[src/rtl/ex_muldiv_unit.sv]
// Iterative RV32M multiply/divide unit for the EX stage.
// Shift-add multiplier and restoring divider, both retiring one bit per cycle.
// While an operation runs, stall_req holds PC, IF/ID and ID/EX.
module ex_muldiv_unit #(
    parameter int unsigned XLEN = 32
) (
    input  logic            clk,
    input  logic            reset,
    input  logic            start,
    input  logic [2:0]      funct3,
    input  logic [XLEN-1:0] op_a,
    input  logic [XLEN-1:0] op_b,
    input  logic            flush,
    output logic            stall_req,
    output logic            busy,
    output logic            done,
    output logic [XLEN-1:0] result
);

    localparam int unsigned CNT_W = $clog2(XLEN) + 1;
    localparam int unsigned ACC_W = 2 * XLEN;
    localparam logic [CNT_W-1:0] LAST_CNT = CNT_W'(XLEN - 1);
    localparam logic [XLEN-1:0]  ALL_ONES = {XLEN{1'b1}};
    localparam logic [XLEN-1:0]  MIN_NEG  = {1'b1, {(XLEN-1){1'b0}}};

    localparam logic [2:0] F3_MUL    = 3'b000;
    localparam logic [2:0] F3_MULH   = 3'b001;
    localparam logic [2:0] F3_MULHSU = 3'b010;
    localparam logic [2:0] F3_DIV    = 3'b100;
    localparam logic [2:0] F3_REM    = 3'b110;

    typedef enum logic [1:0] {
        ST_IDLE = 2'd0,
        ST_CALC = 2'd1,
        ST_DONE = 2'd2
    } state_e;

    state_e            state_q, state_d;
    logic [CNT_W-1:0]  cnt_q, cnt_d;
    logic [2:0]        f3_q, f3_d;
    logic              neg_q, neg_d;
    logic [XLEN-1:0]   opnd_q, opnd_d;     // multiplicand or divisor magnitude
    logic [ACC_W-1:0]  acc_q, acc_d;       // {hi, lo}: product, or {remainder, quotient}
    logic [XLEN-1:0]   result_q, result_d;
    logic              busy_q, done_q;

    logic              signed_a_c, signed_b_c, neg_c;
    logic [XLEN-1:0]   abs_a_c, abs_b_c;
    logic              div_zero_c, div_ovf_c;

    logic [XLEN:0]     mul_sum_c;
    logic [ACC_W-1:0]  mul_next_c;
    logic [XLEN:0]     div_rem_sh_c, div_diff_c;
    logic [ACC_W-1:0]  div_next_c;
    logic [ACC_W-1:0]  step_c, prod_c;
    logic [XLEN-1:0]   div_sel_c, div_res_c, final_c;

    // Operand decode at issue: signedness, magnitudes, result sign and special cases.
    always_comb begin
        signed_a_c = (funct3 == F3_MULH) || (funct3 == F3_MULHSU) ||
                     (funct3 == F3_DIV)  || (funct3 == F3_REM);
        signed_b_c = (funct3 == F3_MULH) || (funct3 == F3_DIV) || (funct3 == F3_REM);
        abs_a_c    = (signed_a_c && op_a[XLEN-1]) ? -op_a : op_a;
        abs_b_c    = (signed_b_c && op_b[XLEN-1]) ? -op_b : op_b;
        unique case (funct3)
            F3_MULH, F3_DIV:   neg_c = op_a[XLEN-1] ^ op_b[XLEN-1];
            F3_MULHSU, F3_REM: neg_c = op_a[XLEN-1];
            default:           neg_c = 1'b0;
        endcase
        div_zero_c = funct3[2] && (op_b == '0);
        div_ovf_c  = ((funct3 == F3_DIV) || (funct3 == F3_REM)) &&
                     (op_a == MIN_NEG) && (op_b == ALL_ONES);
    end

    // One iteration step of the datapath plus the sign-fixed final result.
    always_comb begin
        mul_sum_c    = {1'b0, acc_q[ACC_W-1:XLEN]} + (acc_q[0] ? {1'b0, opnd_q} : '0);
        mul_next_c   = {mul_sum_c, acc_q[XLEN-1:1]};
        div_rem_sh_c = {acc_q[ACC_W-1:XLEN], acc_q[XLEN-1]};
        div_diff_c   = div_rem_sh_c - {1'b0, opnd_q};
        // Borrow out of the trial subtraction means the divisor did not fit: restore.
        div_next_c   = div_diff_c[XLEN] ? {div_rem_sh_c[XLEN-1:0], acc_q[XLEN-2:0], 1'b0}
                                        : {div_diff_c[XLEN-1:0],   acc_q[XLEN-2:0], 1'b1};
        step_c       = f3_q[2] ? div_next_c : mul_next_c;
        prod_c       = neg_q ? -step_c : step_c;
        div_sel_c    = f3_q[1] ? step_c[ACC_W-1:XLEN] : step_c[XLEN-1:0];
        div_res_c    = neg_q ? -div_sel_c : div_sel_c;
        if (f3_q[2]) begin
            final_c = div_res_c;
        end else if (f3_q[1:0] == 2'b00) begin
            final_c = prod_c[XLEN-1:0];
        end else begin
            final_c = prod_c[ACC_W-1:XLEN];
        end
    end

    // Next-state and datapath update logic.
    always_comb begin
        state_d  = state_q;
        cnt_d    = cnt_q;
        f3_d     = f3_q;
        neg_d    = neg_q;
        opnd_d   = opnd_q;
        acc_d    = acc_q;
        result_d = result_q;
        unique case (state_q)
            ST_IDLE: begin
                if (start && !flush) begin
                    f3_d  = funct3;
                    neg_d = neg_c;
                    cnt_d = '0;
                    if (div_zero_c) begin
                        result_d = funct3[1] ? op_a : ALL_ONES;
                        state_d  = ST_DONE;
                    end else if (div_ovf_c) begin
                        result_d = funct3[1] ? '0 : MIN_NEG;
                        state_d  = ST_DONE;
                    end else begin
                        // Divider: dividend shifts out of lo; multiplier: |b| shifts out of lo.
                        opnd_d  = funct3[2] ? abs_b_c : abs_a_c;
                        acc_d   = funct3[2] ? {{XLEN{1'b0}}, abs_a_c} : {{XLEN{1'b0}}, abs_b_c};
                        state_d = ST_CALC;
                    end
                end
            end
            ST_CALC: begin
                if (flush) begin
                    state_d = ST_IDLE;
                end else begin
                    acc_d = step_c;
                    cnt_d = cnt_q + CNT_W'(1);
                    if (cnt_q == LAST_CNT) begin
                        result_d = final_c;
                        state_d  = ST_DONE;
                    end
                end
            end
            ST_DONE: begin
                state_d = ST_IDLE;
            end
            default: begin
                state_d = ST_IDLE;
            end
        endcase
    end

    // State and datapath registers; status outputs registered from the next state.
    always_ff @(posedge clk or posedge reset) begin
        if (reset) begin
            state_q  <= ST_IDLE;
            cnt_q    <= '0;
            f3_q     <= '0;
            neg_q    <= 1'b0;
            opnd_q   <= '0;
            acc_q    <= '0;
            result_q <= '0;
            busy_q   <= 1'b0;
            done_q   <= 1'b0;
        end else begin
            state_q  <= state_d;
            cnt_q    <= cnt_d;
            f3_q     <= f3_d;
            neg_q    <= neg_d;
            opnd_q   <= opnd_d;
            acc_q    <= acc_d;
            result_q <= result_d;
            busy_q   <= (state_d == ST_CALC);
            done_q   <= (state_d == ST_DONE);
        end
    end

    // Stall is combinational so the accepting cycle already freezes the front end.
    assign stall_req = ((state_q == ST_IDLE) && start && !flush) || (state_q == ST_CALC);
    assign busy      = busy_q;
    assign done      = done_q;
    assign result    = result_q;

endmodule

[config.mk]
export PLATFORM = sky130hd
export DESIGN_NAME = ex_muldiv_unit
export DESIGN_NICKNAME = d
export VERILOG_FILES = /design/src/rtl/ex_muldiv_unit.sv
export SDC_FILE = /design/constraint.sdc
export NUM_CORES = 1
export LEC_CHECK = 0
export CAP_MARGIN = 30
export CORE_MARGIN = 4
export CORE_UTILIZATION = 35
export CTS_CLUSTER_SIZE = 14
export DETAILED_ROUTE_END_ITERATION = 8
export SLEW_MARGIN = 15
export SYNTH_ARGS = -nofsm -noshare
export SYNTH_HDL_FRONTEND = slang
export SYNTH_SLANG_ARGS = --single-unit
[constraint.sdc]
create_clock -name clk -period 6.3 [get_ports clk]
set_clock_uncertainty 0.1 [all_clocks]
set_input_delay 0.945 -clock clk [delete_from_list [all_inputs] [get_ports clk]]
set_output_delay 0.945 -clock clk [all_outputs]
set_load 0.02 [all_outputs]
==> key figures <==
Pwr
  – P_sw: roughly 6.2 mW
  – VDD IR max: 0.236 mV
  – Comb power frac: roughly three quarters
  – Clock share of power: a little under an eighth
  – Pwr Density: 526 nW/µm²
  – Leak pwr: around 8.3 nW
  – Sw Share: a little under three fifths
  – Seq pwr share: 15.1%
  – Int Power: around 4.6 mW

Floorplanning
  – Die area: around 55000 µm²
  – Chip Height: 234 µm
  – Die width: roughly 230 µm
  – I/O pin count: approximately 110
  – Initial core utilization: between 30% and 40%
  – FP Rows: 82
  – Std-Cell Core Area: about 50000 µm²

Global routing
  – GRT Overall Usage: about a third
  – Largest net degree at the start of global routing: 110
  – Remaining Overflow, GRT: 0
  – Initial antenna violation count: 1
  – Global-route wire length before repair: around 130000 µm
  – Vias in the first global route: 19400

Yosys
  – Async set-reset flop share out of synthesis: between 90% and 100%
  – Post-synth cell types: between 100 and 150
  – Yosys top cell by area: dfrtp_1
  – Syn Inst Count: 2512
  – Mapped cell area: 17800 µm²
  – Yosys warnings: 0
  – Yosys top cell area share: 20.0%
  – EDFF count, synth: 0
  – Post-synth top flop: dfrtp_1
  – Largest cells by area after synthesis: dfrtp_1 (20%), o21ai_0 (6.7%), a21oi_1 (6.3%)
  – Share of the yosys chip area belonging to registers: approximately a fifth
  – Synth Register Bits: about 140
  – Syn_nets: ~2700
  – Mean post-synth cell area: 7.09 µm²

Layout
  – Layout area overhead: 15.7%
  – Share of cells above drive strength 1: 8.53%
  – Layout net count: about 2700
  – Fill cells: between 5000 and 6000

Worst setup path
  – Critical path's largest stage delay: roughly 440 ps
  – Reg-to-reg startpoint: acc_q[31]
  – Reg2Reg Depth: 23
  – CP Class: reg2reg
  – Cell family with most CP delay: compound AO/OA/AOI/OAI gates
  – CP Buf/Inv Count: 6
  – Slowest CP cell: o41ai_1
  – Critical Path End: result[22]
  – Startpoint Class: register
  – Crit path cell chain: inv_1 > ha_1 > inv_1 > fa_1 > a211oi_2 > o211a_1 > o22ai_2 > o21a_2 > buf_4 > o21ai_4 > nand2_2 > buf_4 > o211ai_1 > ha_1 > inv_1 > nor3_1 > a32o_1 > nand4_1 > buf_4 > o41ai_1 > xnor2_1 > nor2_1 > o31ai_1
  – Reg2reg setup slack: about 280 ps
  – CP arrival: approximately 6300 ps
  – Critical path depth: 23
  – Worst path required time: 6600 ps
  – Worst Path Max Fanout: 13
  – Worst setup path start: acc_q[31]
  – CP Capture Type: register
  – R2r endpoint: result[22]

Hold path
  – HP Class: reg2reg

Clock network
  – Clock Tree Buf Depth: 2
  – TritonCTS Sinks: 142
  – CTS Buf Count: 17
  – H-tree depth: 4
  – CTS Hold Bufs: 0
  – TritonCTS clock tree: done
  – Clock Pin Slew Worst Setup and Hold Paths: 60 ps
  – Root Buffer: clkbuf_16
  – Later-pin clock latency in the skew report: approximately 500 ps

Detailed routing
  – DRC: 0
  – Routed wire per std cell: roughly 28 µm
  – Via Count: approximately 21000
  – DR pass1 iterations: 8
  – Post-detailed-route count of antenna-violating nets: 0
  – 1st-iter DRT viols: ~2900
  – Number of vias per cell: between 6 and 7
  – Final WL: roughly 90000 µm

Timing
  – RSZ-0062 raised after global routing: false
  – Fin crit period: 6020 ps
  – Max-Slew Margin vs Limit: between 20% and 30%
  – Slew Viols, Final: 0
  – Worst Tran Pin Value: approximately 1100 ps
  – TNS Setup: 0 ps
  – Max frequency: between 150 and 200 MHz
  – Final worst slack: 284 ps
  – Fin crit share: a little over nine tenths
  – Final setup viols: 0
  – Final Hold Viols: 0

Placed design
  – Port bufs: 105
  – Dpl hpwl: 70900 µm
  – Routability cong.: between 1 and 1.5
  – Dpl ws: a little under 400 ps

Flow run
  – Max-cap violations: 0

Status
  – Run status: completed
## timing repair
action | CTS | global route
resized for setup | 0 | 2
buffers inserted | 0 | 3
setup endpoints to repair | 0 | 5
endpoints found under the hold margin | 0 | 0
## synth_stat cells, types with 10 or more instances
| cell | number |
|---|---|
| nand2_1 | 289 |
| nor2_1 | 261 |
| o21ai_0 | 240 |
| a21oi_1 | 224 |
| dfrtp_1 | 142 |
| clkbuf_1 | 119 |
| xnor2_1 | 83 |
| nand3_1 | 79 |
| nor3_1 | 77 |
| xor2_1 | 77 |
| ha_1 | 70 |
| inv_1 | 69 |
| mux2i_1 | 55 |
| and2_1 | 52 |
| a31oi_1 | 47 |
| o31ai_1 | 41 |
| nand4_1 | 38 |
| a211oi_1 | 34 |
| o211ai_1 | 29 |
| a21o_1 | 26 |
| o21a_1 | 25 |
| a22o_1 | 24 |
| or3_1 | 23 |
| nor2b_1 | 22 |
| nor4_1 | 22 |
| buf_2 | 19 |
| nand2b_1 | 18 |
| mux2_2 | 17 |
| and3_1 | 15 |
| buf_1 | 15 |
| o221ai_1 | 12 |
| or4_1 | 12 |
| a211o_1 | 11 |
| or2_2 | 11 |
| nor3b_1 | 10 |
| o41ai_1 | 10 |
## how the worst min path moves through the flow
| stage | start | to | slack (ps) | cells past startpoint |
|---|---|---|---|---|
| after global routing | result[15] | result[15] | 430 | 2 |
| after CTS | result[5] | result[5] | 390 | 2 |
| after detailed placement | result[5] | result[5] | 380 | 2 |
| final | result[5] | result[5] | 390 | 2 |
| after global placement | result[15] | result[15] | 370 | 2 |
| after floorplan | opnd_q[10] | opnd_q[10] | 360 | 2 |
## per-stage QoR
stage          cells  util, %  hold slack (ps)  instance area (µm²)  total power [mW]
2_1_floorplan   2512        -              363                17800              6.48
3_3_place_gp    3221     39.4              371                19800              9.28
3_5_place_dp    3224     39.4              376                19800              9.27
4_1_cts         3255     40.7              390                20500              10.5
5_1_grt         3264     41.0              431                20600              11.4
6_report        3265     41.0              390                20600              10.8
## cell families (layout without fill, tap and decap cells)
group	after synthesis	in the layout	share of synthesized area [%]
compound gates	864	864	31.4
xor+xnor	160	160	7.87
fa+ha+maj	72	72	5.14
buf+inv	233	313	5.36
flops	142	142	20.0
mux	74	74	4.38
other cells	0	1	0
simple gates	967	967	25.9
## metal layers
layer,track usage [%],up-vias,wire [µm]
li1,-,9399,-
met1,44.3,10000,38100
met2,49.0,1179,39000
met3,7.06,214,8660
met4,12.9,0,4350
met5,0,-,0
## cell type report
type	count	area, µm²	share of cell area [%]
clock inverter	10	210	1.02
clock buffer	21	460	2.23
antenna	1	2.50	0.0121
timing repair buffer	211	1910	9.26
multi-input combinational	2137	13400	64.8
tap	672	841	4.08
sequential	142	3560	17.3
inverter	71	272	1.32
## registers in the layout, summed over array words and instances (netlist names)
register  flops
neg_q         1
acc_q        64
done          1
result       32
state_q       2
busy          1
cnt_q         6
opnd_q       32
f3_q          3
## cells in the final DEF, fill, tap and decap left out, types with 10 or more instances in the layout
master,netlist,routed
a211o_1,11,11
nor4_1,22,20
nand2_1,289,289
clkdlybuf4s50_1,0,104
nor2b_1,22,21
o31ai_1,41,41
buf_4,3,99
a21o_1,26,26
nand3_1,79,79
or3_1,23,23
a22o_1,24,24
o211ai_1,29,29
and2_1,52,52
or2_2,11,11
nand2b_1,18,17
a31oi_1,47,47
and3_1,15,15
mux2i_1,55,55
o41ai_1,10,10
mux2_2,17,17
xnor2_1,83,83
ha_1,70,70
o21a_1,25,25
dfrtp_1,142,139
o21ai_0,240,239
nor3b_1,10,10
inv_1,69,67
or4_1,12,12
a21oi_1,224,224
nand4_1,38,38
o221ai_1,12,12
clkbuf_16,0,17
nor2_1,261,259
a211oi_1,34,34
nor3_1,77,77
xor2_1,77,77
## worst register-to-register path, stage by stage (launching register included)
cell and delay [ps]:
dfrtp_1 370, inv_1 90, ha_1 180, inv_1 60
fa_1 430, a211oi_2 240, o211a_1 250, o22ai_2 200
o21a_2 280, buf_4 180, o21ai_4 370, nand2_2 190
buf_4 250, o211ai_1 430, ha_1 270, inv_1 60
nor3_1 180, a32o_1 310, nand4_1 240, buf_4 260
o41ai_1 440, xnor2_1 170, nor2_1 100, o31ai_1 260
## power groups by stage
stage,sequential [mW],clock (mW),combinational (mW)
global placement,1.61,0,7.67
global route,1.66,1.27,8.49
floorplan,1.39,0,5.09
CTS,1.61,1.24,7.68
detailed placement,1.63,0,7.64
finish,1.64,1.22,7.97
Power figures use the tool's default switching activity.
